`config.mk`:
```
export PLATFORM = sky130hd
export DESIGN_NAME = fp_operand_classify
export DESIGN_NICKNAME = d
export VERILOG_FILES = /design/src/rtl/fp_pkg.sv /design/src/rtl/fp_classify.sv /design/src/rtl/fp_operand_classify.sv
export SDC_FILE = /design/constraint.sdc
export NUM_CORES = 1
export LEC_CHECK = 0
export ABC_AREA = 0
export CAP_MARGIN = 25
export CORE_MARGIN = 3
export CORE_UTILIZATION = 35
export CTS_CLUSTER_DIAMETER = 150
export DETAILED_ROUTE_END_ITERATION = 12
export PLACE_DENSITY = 0.68
export SETUP_SLACK_MARGIN = 0.1
export SYNTH_ARGS = -nofsm -noshare
export SYNTH_HDL_FRONTEND = slang
export SYNTH_SLANG_ARGS = --single-unit
```
`constraint.sdc`:
```
create_clock -name clk -period 1.55 [get_ports clk]
set_input_delay 0.155 -clock clk [delete_from_list [all_inputs] [get_ports clk]]
set_output_delay 0.155 -clock clk [all_outputs]
set_load 0.03 [all_outputs]
```
`src/rtl/fp_pkg.sv`:
```
// Shared FP constants and the per-operand class record used by the FP front end.
package fp_pkg;

  localparam int FLAG_SNAN   = 5;
  localparam int FLAG_QNAN   = 4;
  localparam int FLAG_INF    = 3;
  localparam int FLAG_ZERO   = 2;
  localparam int FLAG_SUB    = 1;
  localparam int FLAG_NORMAL = 0;

  localparam int FC_NEG_INF  = 0;
  localparam int FC_NEG_NORM = 1;
  localparam int FC_NEG_SUB  = 2;
  localparam int FC_NEG_ZERO = 3;
  localparam int FC_POS_ZERO = 4;
  localparam int FC_POS_SUB  = 5;
  localparam int FC_POS_NORM = 6;
  localparam int FC_POS_INF  = 7;
  localparam int FC_SNAN     = 8;
  localparam int FC_QNAN     = 9;

  localparam logic [9:0] FC_SNAN_MASK = 10'b01_0000_0000;
  localparam logic [7:0] EXP_ALL_ONES = 8'hFF;

  typedef struct packed {
    logic [5:0] flags;
    logic [9:0] fclass;
  } fp_op_class_t;

endpackage

```
`src/rtl/fp_classify.sv`:
```
// Combinational IEEE-754 single operand classifier: one-hot class flags and FCLASS mask.
module fp_classify
  import fp_pkg::*;
#(
  parameter int EXP_W = 8,
  parameter int MAN_W = 23
) (
  input  logic [EXP_W+MAN_W:0] op_i,
  output logic [5:0]           flags_o,
  output logic [9:0]           fclass_o
);

  logic             sgn;
  logic [EXP_W-1:0] e;
  logic [MAN_W-1:0] m;
  logic             e_max, e_min, m_zero;

  always_comb begin
    sgn    = op_i[EXP_W+MAN_W];
    e      = op_i[EXP_W+MAN_W-1:MAN_W];
    m      = op_i[MAN_W-1:0];
    e_max  = (e == EXP_ALL_ONES[EXP_W-1:0]);
    e_min  = (e == '0);
    m_zero = (m == '0);

    flags_o              = '0;
    flags_o[FLAG_SNAN]   = e_max & !m_zero & !m[MAN_W-1];
    flags_o[FLAG_QNAN]   = e_max & m[MAN_W-1];
    flags_o[FLAG_INF]    = e_max & m_zero;
    flags_o[FLAG_ZERO]   = e_min & m_zero;
    flags_o[FLAG_SUB]    = e_min & !m_zero;
    flags_o[FLAG_NORMAL] = !e_max & !e_min;

    // NaN classes ignore the sign; all others split by sign.
    fclass_o              = '0;
    fclass_o[FC_NEG_INF]  = sgn  & flags_o[FLAG_INF];
    fclass_o[FC_NEG_NORM] = sgn  & flags_o[FLAG_NORMAL];
    fclass_o[FC_NEG_SUB]  = sgn  & flags_o[FLAG_SUB];
    fclass_o[FC_NEG_ZERO] = sgn  & flags_o[FLAG_ZERO];
    fclass_o[FC_POS_ZERO] = !sgn & flags_o[FLAG_ZERO];
    fclass_o[FC_POS_SUB]  = !sgn & flags_o[FLAG_SUB];
    fclass_o[FC_POS_NORM] = !sgn & flags_o[FLAG_NORMAL];
    fclass_o[FC_POS_INF]  = !sgn & flags_o[FLAG_INF];
    fclass_o[FC_SNAN]     = flags_o[FLAG_SNAN];
    fclass_o[FC_QNAN]     = flags_o[FLAG_QNAN];
  end

endmodule

```
`src/rtl/fp_operand_classify.sv`:
```
// Operand front end: classifies an rs1/rs2 pair and registers it behind a 2-entry skid buffer.
module fp_operand_classify
  import fp_pkg::*;
#(
  parameter int EXP_W = 8,
  parameter int MAN_W = 23
) (
  input  logic                 clk,
  input  logic                 rst,
  input  logic                 in_valid,
  output logic                 in_ready,
  input  logic [EXP_W+MAN_W:0] in_a,
  input  logic [EXP_W+MAN_W:0] in_b,
  output logic                 out_valid,
  input  logic                 out_ready,
  output logic [EXP_W+MAN_W:0] out_a,
  output logic [EXP_W+MAN_W:0] out_b,
  output logic [5:0]           out_a_flags,
  output logic [5:0]           out_b_flags,
  output logic [9:0]           out_a_fclass,
  output logic                 out_nv
);

  localparam int W = 1 + EXP_W + MAN_W;

  typedef struct packed {
    logic [W-1:0] a;
    logic [W-1:0] b;
    fp_op_class_t a_cls;
    logic [5:0]   b_flags;
    logic         nv;
  } pair_t;

  logic [5:0] a_flags, b_flags;
  logic [9:0] a_fclass, b_fclass;
  pair_t      new_pair;

  fp_classify #(.EXP_W(EXP_W), .MAN_W(MAN_W)) u_cls_a (
    .op_i(in_a), .flags_o(a_flags), .fclass_o(a_fclass)
  );

  fp_classify #(.EXP_W(EXP_W), .MAN_W(MAN_W)) u_cls_b (
    .op_i(in_b), .flags_o(b_flags), .fclass_o(b_fclass)
  );

  always_comb begin
    new_pair.a            = in_a;
    new_pair.b            = in_b;
    new_pair.a_cls.flags  = a_flags;
    new_pair.a_cls.fclass = a_fclass;
    new_pair.b_flags      = b_flags;
    new_pair.nv           = a_flags[FLAG_SNAN] | (b_fclass == FC_SNAN_MASK);
  end

  logic  main_v_q, main_v_d, skid_v_q, skid_v_d, in_ready_q, in_ready_d;
  pair_t main_q, main_d, skid_q, skid_d;
  logic  accept, drain;

  always_comb begin
    main_v_d = main_v_q;
    skid_v_d = skid_v_q;
    main_d   = main_q;
    skid_d   = skid_q;
    accept   = in_valid & in_ready_q;
    drain    = main_v_q & out_ready;

    // Main is free this cycle: refill from skid first to keep acceptance order.
    if (!main_v_q || drain) begin
      if (skid_v_q) begin
        main_d   = skid_q;
        main_v_d = 1'b1;
        skid_v_d = 1'b0;
      end else if (accept) begin
        main_d   = new_pair;
        main_v_d = 1'b1;
      end else begin
        main_v_d = 1'b0;
      end
    end else if (accept) begin
      skid_d   = new_pair;
      skid_v_d = 1'b1;
    end

    in_ready_d = !skid_v_d;
  end

  always_ff @(posedge clk) begin
    if (rst) begin
      main_v_q   <= 1'b0;
      skid_v_q   <= 1'b0;
      in_ready_q <= 1'b0;
      main_q     <= '0;
      skid_q     <= '0;
    end else begin
      main_v_q   <= main_v_d;
      skid_v_q   <= skid_v_d;
      in_ready_q <= in_ready_d;
      main_q     <= main_d;
      skid_q     <= skid_d;
    end
  end

  assign in_ready     = in_ready_q;
  assign out_valid    = main_v_q;
  assign out_a        = main_q.a;
  assign out_b        = main_q.b;
  assign out_a_flags  = main_q.a_cls.flags;
  assign out_b_flags  = main_q.b_flags;
  assign out_a_fclass = main_q.a_cls.fclass;
  assign out_nv       = main_q.nv;

endmodule
```
==> flow_metrics.env <==
export IMPL_drive_gt1_frac=0.184
export IMPL_avgSynthCellArea_um2=8.61
export IMPL_fin_skew_ps=9.06
export IMPL_seq_area_frac_synth=0.488
export IMPL_critPathArrivalTime_ps=1790
export IMPL_die_h_um=148
export IMPL_vdd_drop_max_mv=0.603
export IMPL_fin_cells=1318
export IMPL_yosys_area_top_type="dfxtp_1"
export IMPL_wirelength_mm=20.7
export IMPL_dp_cells=1279
export IMPL_max_slew_margin_rel=0.586
export IMPL_status="finished, final reports clean"
export IMPL_final_cell_mix="170 x dfxtp_1, 141 x nand2_1, 96 x a21oi_1"
export IMPL_vias=6682
export IMPL_synth_area_mm2=0.00709
export IMPL_yosys_top_cells_area="dfxtp_1 49%, mux2i_1 8.9%, nand2_1 7.5%"
export IMPL_htree_levels=4
export IMPL_synth_cell_type_count=47
export IMPL_fin_util=0.533
export IMPL_p_leak_nw=4.08
export IMPL_rows=51
export IMPL_cts_clk_slew_worst_paths_ps=70
export IMPL_synth_edff_count=0
export IMPL_final_common_cell="dfxtp_1"
export IMPL_ioPinCount=157
export IMPL_rsz0062_at_grt="true"
export IMPL_period_minus_slack_ps=1430
export IMPL_die_w_um=148
export IMPL_place_area_mm2=0.00972
export IMPL_diodes=0
export IMPL_initial_utilization=0.360
export IMPL_design_area_mm2=0.0105
export IMPL_worst_hold_path_type="in2reg"
export IMPL_vias_per_cell=5.07
export IMPL_power_density_mw_per_mm2=987
export IMPL_hold_violations=0
export IMPL_ant_nets=0
export IMPL_num_nets_final=1108
export IMPL_fillCellCount=1825
export IMPL_dieArea_mm2=0.0220
export IMPL_antenna_found_initial=0
export IMPL_firstDrtPassIters=4
export IMPL_layout_setup_ws_ps=116
export IMPL_tns_ps=0
export IMPL_io_buffers=156
export IMPL_tritoncts="built"
export IMPL_first_iter_violations=413
export IMPL_yosys_area_top_type_share=0.488
export IMPL_numCtsBuffers=17
export IMPL_finalHoldWorstSlack_ps=39.7
export IMPL_critPathKind="in2reg"
export IMPL_area_growth_pct=48.1
export IMPL_coreArea_mm2=0.0197
export IMPL_setup_viol=0
export IMPL_drcViolationCount=0
export IMPL_fmax_ghz=0.698
export IMPL_clk_latency_ps=430
export IMPL_r2r_cells=4
export IMPL_cp_required_ps=1910
export IMPL_synth_nets=892
export IMPL_grt_pass1_wl_mm=32.3
export IMPL_clock_root_buffer="clkbuf_16"
export IMPL_first_global_vias=6220
export IMPL_drv_cap=0
export IMPL_fin_crit_sh=0.925
export IMPL_yosys_warnings=0
export IMPL_whs_path_depth=3
export IMPL_track_usage=0.183
export IMPL_synth_seq_cells=173
export IMPL_end_kind="flip-flop"
export IMPL_slew_viol_final=0
export IMPL_synth_ff_type="dfxtp_1"
export IMPL_hold_buffers=0
export IMPL_worst_pin_slew_ps=621
export IMPL_pre_cts_ws_ps=-445
export IMPL_async_reset_ff_frac=0
export IMPL_cts_max_path_buffers=2
export IMPL_cp_start_kind="input pin"
export IMPL_grt_max_degree=101
export IMPL_post_drt_wl_per_cell_um=15.7
export IMPL_gp_congestion=0.798
export IMPL_cp_max_fo=3
export IMPL_power_mw=10.4
export IMPL_syn_inst=824
export IMPL_place_hpwl_mm=13.8
export IMPL_grt_overflow_total=0
export IMPL_clock_sinks=173
==> cell usage after synthesis (7+ instances only) <==
cell / count
a211oi_1: 67
a21oi_1: 98
buf_2: 15
clkbuf_1: 53
dfxtp_1: 173
mux2i_1: 63
nand2_1: 141
nand3_1: 14
nand4_1: 9
nor2_1: 80
nor3_1: 12
nor4_1: 7
o211ai_1: 11
o21ai_0: 16
==> registers in the layout, summed over array words and instances, names as in the netlist <==
signal / cells
skid_v_q: 1
in_ready: 1
out_b_flags: 6
out_a: 32
out_b: 32
out_a_fclass: 9
out_valid: 1
out_nv: 1
out_a_flags: 5
skid_q: 85
==> layout make-up <==
type | count | area, um^2 | area share
inverter | 3 | 15.0 | 0.00143
sequential | 173 | 3470 | 0.330
clock buffer | 19 | 453 | 0.0431
timing repair buffer | 270 | 2620 | 0.249
clock inverter | 13 | 114 | 0.0108
tap | 265 | 332 | 0.0316
multi-input combinational | 575 | 3500 | 0.334
==> per-layer routing <==
layer  track usage  up-vias  wire length (um)
met5             0        -                 0
met4        0.0624        0               425
met3        0.0378       27               923
met2         0.288      151              9640
met1         0.251     3136              9730
li1              -     3368                 -
==> what timing repair did <==
action                                 4_1_cts  5_1_grt
pin swaps                                    4       11
endpoints found under the hold margin        0        0
gates resized for setup                    104       46
setup endpoints to repair                  144       47
gates cloned                                 1        3
buffers inserted                             0        3
==> power breakdown <==
group	internal [mW]	leakage, nW	switching (mW)
Sequential	4.61	1.41	0.0831
Clock	2.30	0.276	1.85
Combinational	0.649	2.39	0.866
==> worst max-delay path: stages <==
cell and delay, ps:
clkdlybuf4s50_1 450, or4_4 520, nor2_4 100, or4b_1 430, a21oi_1 130
==> path summary, 6_finish.rpt <==
path                         end       start  slack (ps)
setup reg to reg          out_nv    skid_v_q         130
hold / removal        skid_q[57]     in_a[2]          40
setup / recovery  out_b_flags[2]    in_b[25]         120
hold reg to reg       skid_q[43]  skid_q[43]         450
==> cells by family (layout without fill, tap and decap cells) <==
kind of cell | count (synthesis) | count (layout) | synth area share
buffers and inverters | 76 | 305 | 0.0439
AOI/OAI and AO/OA | 217 | 217 | 0.191
muxes | 63 | 63 | 0.0889
and+or+nand+nor | 295 | 295 | 0.188
DFF | 173 | 173 | 0.488
No activity file was read; power rests on OpenSTA's default activity.
